<file path="config.mk">
export PLATFORM = sky130hd
export DESIGN_NAME = card_read_seq
export DESIGN_NICKNAME = d
export VERILOG_FILES = /design/src/rtl/card_read_seq.sv
export SDC_FILE = /design/constraint.sdc
export NUM_CORES = 1
export LEC_CHECK = 0
export CORE_AREA = 10 10 88 90
export DETAILED_ROUTE_END_ITERATION = 10
export DIE_AREA = 0 0 98 100
export PLACE_DENSITY = 0.61
export SLEW_MARGIN = 10
export SYNTH_ARGS = -nofsm -noshare
export SYNTH_HDL_FRONTEND = slang
export SYNTH_SLANG_ARGS = --single-unit
</file>
<file path="constraint.sdc">
create_clock -name i_clk -period 3.93 [get_ports i_clk]
set_input_delay 0.9825 -clock i_clk [delete_from_list [all_inputs] [get_ports i_clk]]
set_output_delay 0.9825 -clock i_clk [all_outputs]
set_load 0.01 [all_outputs]
</file>
<file path="src/rtl/card_read_seq.sv">
`default_nettype none
// +--------------------------------------------------------------------------+
// | Module      : card_read_seq                                              |
// | Description : Card-reader column sequencer. Accepts one card as a stream |
// |               of 12-bit hole patterns, presents each latched column to   |
// |               the card-code-to-EBCDIC translator and emits the resulting |
// |               bytes on a valid/ready byte interface. EBCDIC mode emits   |
// |               one translated byte per column and records the first       |
// |               invalid punch; column-binary mode emits two raw 6-bit      |
// |               bytes per column.                                          |
// | Revision    : 1.0 - initial release                                      |
// +--------------------------------------------------------------------------+
// | Ports                                                                    |
// |   i_clk          sole clock, rising edge                                 |
// |   i_reset        synchronous active-high reset                           |
// |   i_start        begin a card (honoured only when idle)                  |
// |   i_mode         0 = EBCDIC, 1 = column binary; sampled with i_start     |
// |   i_abort        drop the current card at the next edge, no o_done       |
// |   i_col_valid    reader column available                                 |
// |   i_col_holes    hole pattern, bit 11 = row 12 ... bit 0 = row 9         |
// |   o_col_ready    column accepted when o_col_ready & i_col_valid          |
// |   o_xlat_holes   latched column, drives the translator                   |
// |   i_xlat_ebcdic  translator byte for o_xlat_holes (combinational)        |
// |   i_xlat_bad     translator invalid-punch flag (combinational)           |
// |   o_byte_valid   byte available to the channel                           |
// |   o_byte         output byte                                             |
// |   i_byte_ready   byte taken when o_byte_valid & i_byte_ready             |
// |   o_busy         high in every state except idle                         |
// |   o_done         one-cycle pulse after the last byte of a card           |
// |   o_col_count    columns fully emitted on this card                      |
// |   o_bad          sticky invalid-punch flag (EBCDIC mode only)            |
// |   o_err_col      index of the first invalid column                       |
// +--------------------------------------------------------------------------+

module card_read_seq #(
   parameter int COLS = 80
) (
   input  logic        i_clk,
   input  logic        i_reset,
   input  logic        i_start,
   input  logic        i_mode,
   input  logic        i_abort,
   input  logic        i_col_valid,
   input  logic [11:0] i_col_holes,
   output logic        o_col_ready,
   output logic [11:0] o_xlat_holes,
   input  logic [7:0]  i_xlat_ebcdic,
   input  logic        i_xlat_bad,
   output logic        o_byte_valid,
   output logic [7:0]  o_byte,
   input  logic        i_byte_ready,
   output logic        o_busy,
   output logic        o_done,
   output logic [6:0]  o_col_count,
   output logic        o_bad,
   output logic [6:0]  o_err_col
);

   typedef enum logic [2:0] {
      S_IDLE     = 3'd0,
      S_WAIT_COL = 3'd1,
      S_EMIT0    = 3'd2,
      S_EMIT1    = 3'd3,
      S_DONE     = 3'd4
   } state_t;

   localparam logic [6:0] C_COLS = 7'(COLS);

   state_t      r_state;
   state_t      w_next_state;
   logic [11:0] r_holes;
   logic        r_mode;
   logic [6:0]  r_col_count;
   logic        r_bad;
   logic [6:0]  r_err_col;

   logic [6:0]  w_count_inc;
   logic        w_col_done;   // last byte of the current column handed off
   logic        w_set_bad;    // first invalid column of this card handed off
   logic        w_start;
   logic        w_col_load;

   assign w_start     = (r_state == S_IDLE) && i_start;
   assign w_col_load  = (r_state == S_WAIT_COL) && i_col_valid;
   assign w_count_inc = r_col_count + 7'd1;

   // ------------------------------------------------------------------
   // Next-state and output decode
   // ------------------------------------------------------------------
   always_comb begin
      w_next_state = r_state;
      o_col_ready  = 1'b0;
      o_byte_valid = 1'b0;
      o_byte       = 8'h00;
      o_busy       = 1'b1;
      o_done       = 1'b0;
      w_col_done   = 1'b0;
      w_set_bad    = 1'b0;

      unique case (r_state)
         S_IDLE: begin
            o_busy = 1'b0;
            if (i_start) begin
               w_next_state = S_WAIT_COL;
            end
         end

         S_WAIT_COL: begin
            o_col_ready = 1'b1;
            if (i_col_valid) begin
               w_next_state = S_EMIT0;
            end
         end

         S_EMIT0: begin
            o_byte_valid = 1'b1;
            // Column binary sends zone rows first; EBCDIC takes the
            // translator output, which follows the hole register directly.
            o_byte = r_mode ? {2'b00, r_holes[11:6]} : i_xlat_ebcdic;
            if (i_byte_ready) begin
               if (r_mode) begin
                  w_next_state = S_EMIT1;
               end else begin
                  w_col_done = 1'b1;
                  w_set_bad  = i_xlat_bad & ~r_bad;
               end
            end
         end

         S_EMIT1: begin
            o_byte_valid = 1'b1;
            o_byte       = {2'b00, r_holes[5:0]};
            if (i_byte_ready) begin
               w_col_done = 1'b1;
            end
         end

         S_DONE: begin
            o_done       = 1'b1;
            w_next_state = S_IDLE;
         end

         default: begin
            w_next_state = S_IDLE;
         end
      endcase

      if (w_col_done) begin
         w_next_state = (w_count_inc == C_COLS) ? S_DONE : S_WAIT_COL;
      end

      // Abort overrides every transition, but a byte handshake in the
      // same cycle still counts (the counters above already saw it).
      if (i_abort && (r_state != S_IDLE)) begin
         w_next_state = S_IDLE;
      end
   end

   // ------------------------------------------------------------------
   // State and datapath registers
   // ------------------------------------------------------------------
   always_ff @(posedge i_clk) begin
      if (i_reset) begin
         r_state     <= S_IDLE;
         r_holes     <= 12'h000;
         r_mode      <= 1'b0;
         r_col_count <= 7'd0;
         r_bad       <= 1'b0;
         r_err_col   <= 7'd0;
      end else begin
         r_state <= w_next_state;

         if (w_start) begin
            r_mode      <= i_mode;
            r_col_count <= 7'd0;
            r_bad       <= 1'b0;
            r_err_col   <= 7'd0;
         end

         // Hole register is only written on a column handshake, so it
         // keeps the last column after the card finishes.
         if (w_col_load) begin
            r_holes <= i_col_holes;
         end

         if (w_col_done) begin
            r_col_count <= w_count_inc;
         end

         // Error column is the count before this column's increment.
         if (w_set_bad) begin
            r_bad     <= 1'b1;
            r_err_col <= r_col_count;
         end
      end
   end

   assign o_xlat_holes = r_holes;
   assign o_col_count  = r_col_count;
   assign o_bad        = r_bad;
   assign o_err_col    = r_err_col;

endmodule

`default_nettype wire

</file>
==> flow_summary.ini, run 1 <==
[die]
die_h_um = 100
row_count = 29
start_util_pct = 26.6
coreArea_um2 = 6130
die_w_um = 98
io_pins = 67
dieArea_um2 = 9800

[logic_synthesis]
syn_avg_cell_area_um2 = 8.04
ys.flop_type = dfxtp_1
synth.distinct_cells = 44
synth_nets = 233
synth_edf_count = 0
synthCells = 203
yosysWarnings = 0
synth_area_um2 = 1630
ys_ff_latch = 31
async_flop_share_pct = 0
seq_area_frac_synth_pct = 38.0

[route]
vias_per_cell = 4.77
drt_iter0_drc = 63
num_vias = 1637
remaining_drc_errors = 0
wl_per_cell_um = 14.8
wl_um = 5090
drtAntennaViolNets = 0
first_pass_iters = 4

[place]
dp_hpwl_um = 3910
io_buffers = 66
gp_congestion = 0.797

[timing]
fmax_mhz = 301
timing.setup.tns_ns = 0
slew_viol_final = 0
finClkSkew_ns = 0.00678
hold_ws_ns = 0.478
slew_headroom_pct = 44.4
finalHoldViolations = 0
fin_crit_sh_pct = 84.7
rsz0062_at_grt = false
finalSetupViolCount = 0
worstMarginPinSlew_ns = 0.833
period_minus_slack_ns = 3.33

[clock_network]
cts_tree = yes
numCtsBuffers = 5
clk_pin_slew_ns = 0.06
cts_setup_buffers = 0
post_cts_resized = 0
htree_levels = 2
ctsHoldBuffers = 0
cts_sinks = 31
cts-root-buf = clkbuf_8
clock_latency_ns = 0.28
ctsLongestPathBuffers = 2

[final_layout]
nNetsFinal = 295
diodes = 0
syn_to_final_growth_pct = 49.2
final_core_util_pct = 39.7
drive_above_1_share_pct = 7.14
fill_cells = 625

[worst_setup_path]
cp-end-kind = output pin
criticalPathCategory = in2out
start_kind = primary input
required_ns = 2.95
critPathArrivalTime_ns = 2.34
crit_fanout = 1

[global_routing]
grt_max_degree = 23
grt_overflow_total = 0
grtUsageTotal_pct = 10.2
antenna_found_initial = 0
grt_pass1_vias = 1554
grt_pass1_wl_um = 8370

[pwr]
p_leak_nw = 0.852
peakVddDrop_mv = 0.159
total_power_w = 0.000966
power_density_nw_per_um2 = 397

[outcome]
status = finished, final reports clean

[job]
cap_violations = 0

[hold_path]
hold_path_class = reg2reg
==> worst max-delay path, cell delays in order <==
cell             delay, ns
clkdlybuf4s50_1       0.46
mux2i_1               0.07
nor2_1                0.12
a21oi_1               0.05
nor2_1                0.12
clkdlybuf4s50_1       0.55
==> cell families (layout without fill, tap and decap cells) <==
kind of cell	count (synthesis)	count (layout)	synth area share [%]
flops	31	31	38.0
simple gates	92	92	29.3
compound gates	51	51	20.1
mux	8	8	4.98
buf+inv	17	80	4.98
xor+xnor	2	2	1.07
fa+ha+maj	2	2	1.53
==> cell usage after synthesis, types with 2 or more instances <==
| master | number | share of area, % |
|---|---|---|
| xnor2_1 | 2 | 1.1 |
| a21oi_1 | 27 | 8.3 |
| nand3b_1 | 2 | 0.92 |
| mux2i_1 | 7 | 4.3 |
| nor3_1 | 8 | 2.5 |
| a41oi_1 | 2 | 1.1 |
| buf_4 | 2 | 0.92 |
| dfxtp_1 | 31 | 38 |
| and2_1 | 3 | 1.2 |
| nor2_1 | 24 | 5.5 |
| buf_2 | 2 | 0.61 |
| nand2_1 | 36 | 8.3 |
| o21ai_0 | 4 | 1.2 |
| inv_1 | 5 | 1.2 |
| ha_1 | 2 | 1.5 |
| o211ai_1 | 2 | 0.92 |
| and3_1 | 2 | 0.77 |
| a22oi_1 | 8 | 3.7 |
| nand3_1 | 3 | 0.92 |
| clkbuf_1 | 7 | 1.6 |
==> metal layers <==
metal	vias up	wire length, µm	track usage, %
li1	833	-	-
met1	765	2260	12.2
met2	30	2540	17.2
met3	9	193	2.13
met4	0	97	4.70
met5	-	0	0
==> where the power goes <==
group	switching [W]	leakage (nW)	internal (W)
clock	0.000120	0.0515	0.000160
sequential	0.0000516	0.251	0.000335
combinational	0.000144	0.549	0.000156
==> path summary, 6_finish.rpt <==
| path | start | endpoint | slack [ns] | depth (start not counted) |
|---|---|---|---|---|
| setup / recovery | i_xlat_ebcdic[1] | o_byte[1] | 0.60 | 6 |
| hold / removal | o_xlat_holes[9] | o_xlat_holes[9] | 0.48 | 2 |
| setup reg to reg | r_state[0] | o_xlat_holes[8] | 1.93 | 4 |
| hold reg to reg | o_xlat_holes[9] | o_xlat_holes[9] | 0.48 | 2 |
==> metrics by stage <==
step	instances	area (µm²)	setup WS [ns]
after global routing	343	2430	0.488
final	343	2430	0.603
after detailed placement	335	2330	0.581
after CTS	343	2430	0.582
after global placement	335	2330	0.586
after floorplan	203	1630	1.63
==> sequential cells by signal, indices dropped and copies added, names as in the netlist <==
signal        count
o_err_col         7
o_col_count       7
o_xlat_holes     12
r_state           3
o_bad             1
r_mode            1
==> cell type report <==
| cell class | instances | area, µm² | share of cell area [%] |
|---|---|---|---|
| Multi-Input combinational cell | 155 | 930 | 38.2 |
| Sequential cell | 31 | 621 | 25.5 |
| Tap cell | 77 | 96.3 | 3.96 |
| Inverter | 5 | 18.8 | 0.771 |
| Timing Repair Buffer | 67 | 668 | 27.5 |
| Clock buffer | 8 | 100 | 4.11 |
==> layout by cell type (no fill, tap or decap), types with 2 or more instances in the layout <==
cell | Yosys | routed
clkdlybuf4s50_1 | 0 | 66
nand2_1 | 36 | 36
dfxtp_1 | 31 | 31
a21oi_1 | 27 | 27
nor2_1 | 24 | 24
nor3_1 | 8 | 8
a22oi_1 | 8 | 8
mux2i_1 | 7 | 7
clkbuf_8 | 0 | 7
inv_1 | 5 | 5
o21ai_0 | 4 | 4
and2_1 | 3 | 3
nand3_1 | 3 | 3
and3_1 | 2 | 2
nand3b_1 | 2 | 2
xnor2_1 | 2 | 2
a41oi_1 | 2 | 2
o211ai_1 | 2 | 2
ha_1 | 2 | 2
Note: power is estimated with default switching activity, not from simulation.
==> run 2, diff against run 1 <==
==> constraint.sdc (replaced) <==
create_clock -name i_clk -period 3.2 [get_ports i_clk]
set_input_delay 0.8 -clock i_clk [delete_from_list [all_inputs] [get_ports i_clk]]
set_output_delay 0.8 -clock i_clk [all_outputs]
set_load 0.01 [all_outputs]
==> flow_summary.ini, run 2 (same netlist as run 1, synthesis figures left out) <==
[global_routing]
grt_pass1_vias = 1612
grt.busiest_layer = met2
antenna_found_initial = 0
grt_overflow_total = 0
use_met1_pct = 11.9
grt_use_met2_pct = 18.0
grtUsageTotal_pct = 10.1
grt_pass1_wl_um = 8360
grt_max_degree = 17
gr-usage-met3_pct = 2.27

[pwr]
power.share.switching_pct = 30.2
internal_power_w = 0.000922
peakVddDrop_mv = 0.296
p_leak_nw = 0.875
switching_power_w = 0.000398
power_density_nw_per_um2 = 531
seqPwrFrac_pct = 33.7
combPwrFrac_pct = 31.2
clkPwrFrac_pct = 35.1

[timing]
worstMarginPinSlew_ns = 0.557
finalSetupViolCount = 0
fmax_mhz = 341
finClkSkew_ns = 0.0122
timing.setup.tns_ns = 0
slew_viol_final = 0
finalHoldViolations = 0
period_minus_slack_ns = 2.93
hold_ws_ns = 0.474
rsz0062_at_grt = false
slew_headroom_pct = 62.8
fin_crit_sh_pct = 91.6

[route]
remaining_drc_errors = 0
num_vias = 1647
wl_um = 5120
drt_iter0_drc = 54
drtAntennaViolNets = 0
first_pass_iters = 4
wl_per_cell_um = 14.8
vias_per_cell = 4.77

[clock_network]
post_cts_resized = 0
cts_tree = yes
ctsHoldBuffers = 0
clk_pin_slew_ns = 0.06
ctsLongestPathBuffers = 2
clock_latency_ns = 0.29
numCtsBuffers = 5
htree_levels = 2
cts_sinks = 31
cts-root-buf = clkbuf_8
cts_setup_buffers = 0

[worst_setup_path]
critPathArrivalTime_ns = 2.13
crit_fanout = 1
worstPathBufferInverterCount = 2
crit_end = o_byte[1]
cp-end-kind = output pin
path_delay_family = buffers and inverters
rr_worst_depth = 5
r2r-end = o_col_count[6]
r2r_start = r_state[0]
reg2reg_slack_ns = 1.38
criticalPathCategory = in2out
cpMaxStageDelayCell = clkdlybuf4s50_1
start_kind = primary input
required_ns = 2.40
crit_start = i_xlat_ebcdic[1]
slowest_delay_ns = 0.55
crit_cells = 6
crit_chain = clkdlybuf4s50_1 > mux2i_1 > nor2_1 > a21oi_1 > nor2_1 > clkdlybuf4s50_1

[final_layout]
largest_reg_flops = 12
final_core_util_pct = 40.5
diodes = 0
final_common_cell = clkdlybuf4s50_1
drive_above_1_share_pct = 8.21
nNetsFinal = 297
syn_to_final_growth_pct = 52.3
layout_common_cells = clkdlybuf4s50_1 (66), nand2_1 (36), dfxtp_1 (31), a21oi_1 (27), nor2_1 (24)

[hold_path]
hold_path_class = reg2reg
hold_start = o_xlat_holes[2]

[job]
cap_violations = 0

[die]
start_util_pct = 26.6
coreArea_um2 = 6130
row_count = 29
die_h_um = 100
dieArea_um2 = 9800
io_pins = 67
die_w_um = 98

[outcome]
status = finished, final reports clean

[place]
dp_hpwl_um = 3990
gp_congestion = 0.821
io_buffers = 66
run 2: cell count changes in the layout (fill, tap and decap cells not counted):
cell,change
clkinvlp_4,+1
clkbuf_8,-2
clkbuf_1,-1
bufinv_16,+2
buf_4,+2
run 2: area by class of cell:
class                   instances  area, µm²
clock buffers                   5       68.8
well taps                      77       96.3
inverters                       5       18.8
flip-flops and latches         31        621
clock inverters                 3       67.6
repair buffers                 69        683
multi-input cells             155        930
fillers                       628       3650
run 2: worst min-delay path by stage:
stage                       endpoint  slack (ns)  cells past startpoint
finish               o_xlat_holes[2]        0.47                      2
global route         o_xlat_holes[9]        0.50                      2
CTS                  o_xlat_holes[2]        0.48                      2
detailed placement   o_xlat_holes[2]        0.47                      2
global placement     o_xlat_holes[9]        0.46                      2
floorplan           o_xlat_holes[10]        0.49                      2
run 2: metal layers:
metal | routed length (µm) | up-vias
met5 | 0 | -
met4 | 53 | 0
met3 | 195 | 4
met2 | 2640 | 36
met1 | 2230 | 768
li1 | - | 839
run 2: power groups by stage:
stage | clock, W | combinational, W | sequential [W]
after floorplan | 0 | 0.000252 | 0.000443
after global placement | 0 | 0.000412 | 0.000454
after detailed placement | 0 | 0.000415 | 0.000454
after CTS | 0.000475 | 0.000417 | 0.000445
after global routing | 0.000490 | 0.000457 | 0.000449
final | 0.000463 | 0.000412 | 0.000445
run 2: worst min-delay path: stages, from the launching register on:
cell and delay (ns):
dfxtp_1 0.32, nand2_1 0.05, a21oi_1 0.05
run 2: per-stage QoR:
step                      std cells  setup WS, ns  cell area (µm²)  power, W
final                           345         0.268             2480   0.00132
after global routing            345         0.162             2480   0.00140
after CTS                       345         0.256             2480   0.00134
after detailed placement        337         0.253             2350  0.000870
after global placement          337         0.251             2350  0.000866
after floorplan                 203          1.26             1630  0.000695
==> run 3, diff against run 2 <==
==> constraint.sdc (replaced) <==
create_clock -name i_clk -period 3 [get_ports i_clk]
set_input_delay 0.75 -clock i_clk [delete_from_list [all_inputs] [get_ports i_clk]]
set_output_delay 0.75 -clock i_clk [all_outputs]
set_load 0.01 [all_outputs]
==> flow_summary.ini, run 3 (same netlist as run 1, synthesis figures left out) <==
[pwr]
total_power_w = 0.00123
power_density_nw_per_um2 = 507
p_leak_nw = 0.853
peakVddDrop_mv = 0.195

[route]
drt_iter0_drc = 54
wl_um = 5130
num_vias = 1635
drtAntennaViolNets = 0
first_pass_iters = 4
vias_per_cell = 4.74
remaining_drc_errors = 0
wl_per_cell_um = 14.9

[timing]
timing.setup.tns_ns = 0
finalHoldViolations = 0
slew_headroom_pct = 63.8
hold_ws_ns = 0.482
finalSetupViolCount = 0
rsz0062_at_grt = false
fin_crit_sh_pct = 94.3
slew_viol_final = 0
period_minus_slack_ns = 2.83
fmax_mhz = 353
finClkSkew_ns = 0.00538
worstMarginPinSlew_ns = 0.542

[worst_setup_path]
path_delay_family = buffers and inverters
rr_worst_depth = 4
crit_fanout = 1
reg2reg_slack_ns = 1.23
r2r-end = o_xlat_holes[11]
r2r_start = r_state[0]
cp-end-kind = output pin
required_ns = 2.25
critPathArrivalTime_ns = 2.08
start_kind = primary input
cpMaxStageDelayCell = clkdlybuf4s50_1
criticalPathCategory = in2out
crit_chain = clkdlybuf4s50_1 > mux2i_1 > nor2_1 > a21oi_1 > nor2_1 > clkdlybuf4s50_1
worstPathBufferInverterCount = 2
slowest_delay_ns = 0.55

[die]
io_pins = 67
die_w_um = 98
coreArea_um2 = 6130
row_count = 29
die_h_um = 100
start_util_pct = 26.6
dieArea_um2 = 9800

[final_layout]
fin_cells = 345
design_area_um2 = 2430
diodes = 0
regArea_um2 = 621
layout_common_cells = clkdlybuf4s50_1 (66), nand2_1 (36), dfxtp_1 (31), a21oi_1 (27), nor2_1 (24)
multiInputGateArea_um2 = 930
largest_reg_flops = 12
final_common_cell = clkdlybuf4s50_1
fill_cells = 643
drive_above_1_share_pct = 7.46
nNetsFinal = 297
syn_to_final_growth_pct = 48.9

[hold_path]
hold_start = o_xlat_holes[6]
whs_endpoint = o_xlat_holes[6]
hold_path_class = reg2reg
hold_depth = 2

[clock_network]
post_cts_resized = 0
numCtsBuffers = 5
cts_sinks = 31
clk_pin_slew_ns = 0.07
cts_setup_buffers = 0
ctsHoldBuffers = 0
htree_levels = 2
clock_latency_ns = 0.28
cts-root-buf = clkbuf_8
cts_tree = yes
ctsLongestPathBuffers = 2

[global_routing]
grtUsageTotal_pct = 10.2
grt_pass1_wl_um = 8500
grt_overflow_total = 0
grt_pass1_vias = 1601
antenna_found_initial = 0
grt_max_degree = 30

[place]
dp_hpwl_um = 3910
place_area_um2 = 2350
dp_cells = 337
io_buffers = 66
gp_congestion = 0.774

[job]
cap_violations = 0

[outcome]
status = finished, final reports clean
[run 3: how the worst max path moves through the flow]
stage / slack [ns] / cells past startpoint / from / end
2_1_floorplan: 1.13 / 4 / r_state[0] / o_byte[0]
3_3_place_gp: 0.16 / 6 / i_xlat_ebcdic[1] / o_byte[1]
3_5_place_dp: 0.15 / 6 / i_xlat_ebcdic[1] / o_byte[1]
4_1_cts: 0.15 / 6 / i_xlat_ebcdic[1] / o_byte[1]
5_1_grt: 0.04 / 6 / i_xlat_ebcdic[0] / o_byte[0]
6_report: 0.17 / 6 / i_xlat_ebcdic[1] / o_byte[1]
[run 3: per-stage QoR]
| stage | utilization [%] | setup slack, ns |
|---|---|---|
| floorplan | - | 1.13 |
| global placement | 38.3 | 0.157 |
| detailed placement | 38.3 | 0.150 |
| CTS | 39.6 | 0.152 |
| global route | 39.6 | 0.0389 |
| finish | 39.6 | 0.170 |
[run 3: worst min-delay path: cells and delay by family (launching register included)]
family	cells	cell delay, ns
DFF	1	0.32
and+or+nand+nor	1	0.06
AOI/OAI and AO/OA	1	0.06
[run 3: metal layers]
layer / track usage [%] / up-vias / routed length, µm
li1: - / 841 / -
met5: 0 / - / 0
met4: 3.69 / 0 / 76
met2: 18.0 / 30 / 2590
met1: 12.0 / 756 / 2260
met3: 2.13 / 8 / 197
[run 3: power by group]
part	switching (W)	internal, W
combinational	0.000218	0.000213
clock	0.000156	0.000163
sequential	0.0000437	0.000438
total	0.000418	0.000814
[run 3: area by class of cell]
| class | count | share of cell area (%) |
|---|---|---|
| flip-flops and latches | 31 | 25.5 |
| repair buffers | 69 | 28.1 |
| multi-input cells | 155 | 38.3 |
| inverters | 5 | 0.772 |
| clock buffers | 7 | 3.14 |
| clock inverters | 1 | 0.206 |
| well taps | 77 | 3.96 |
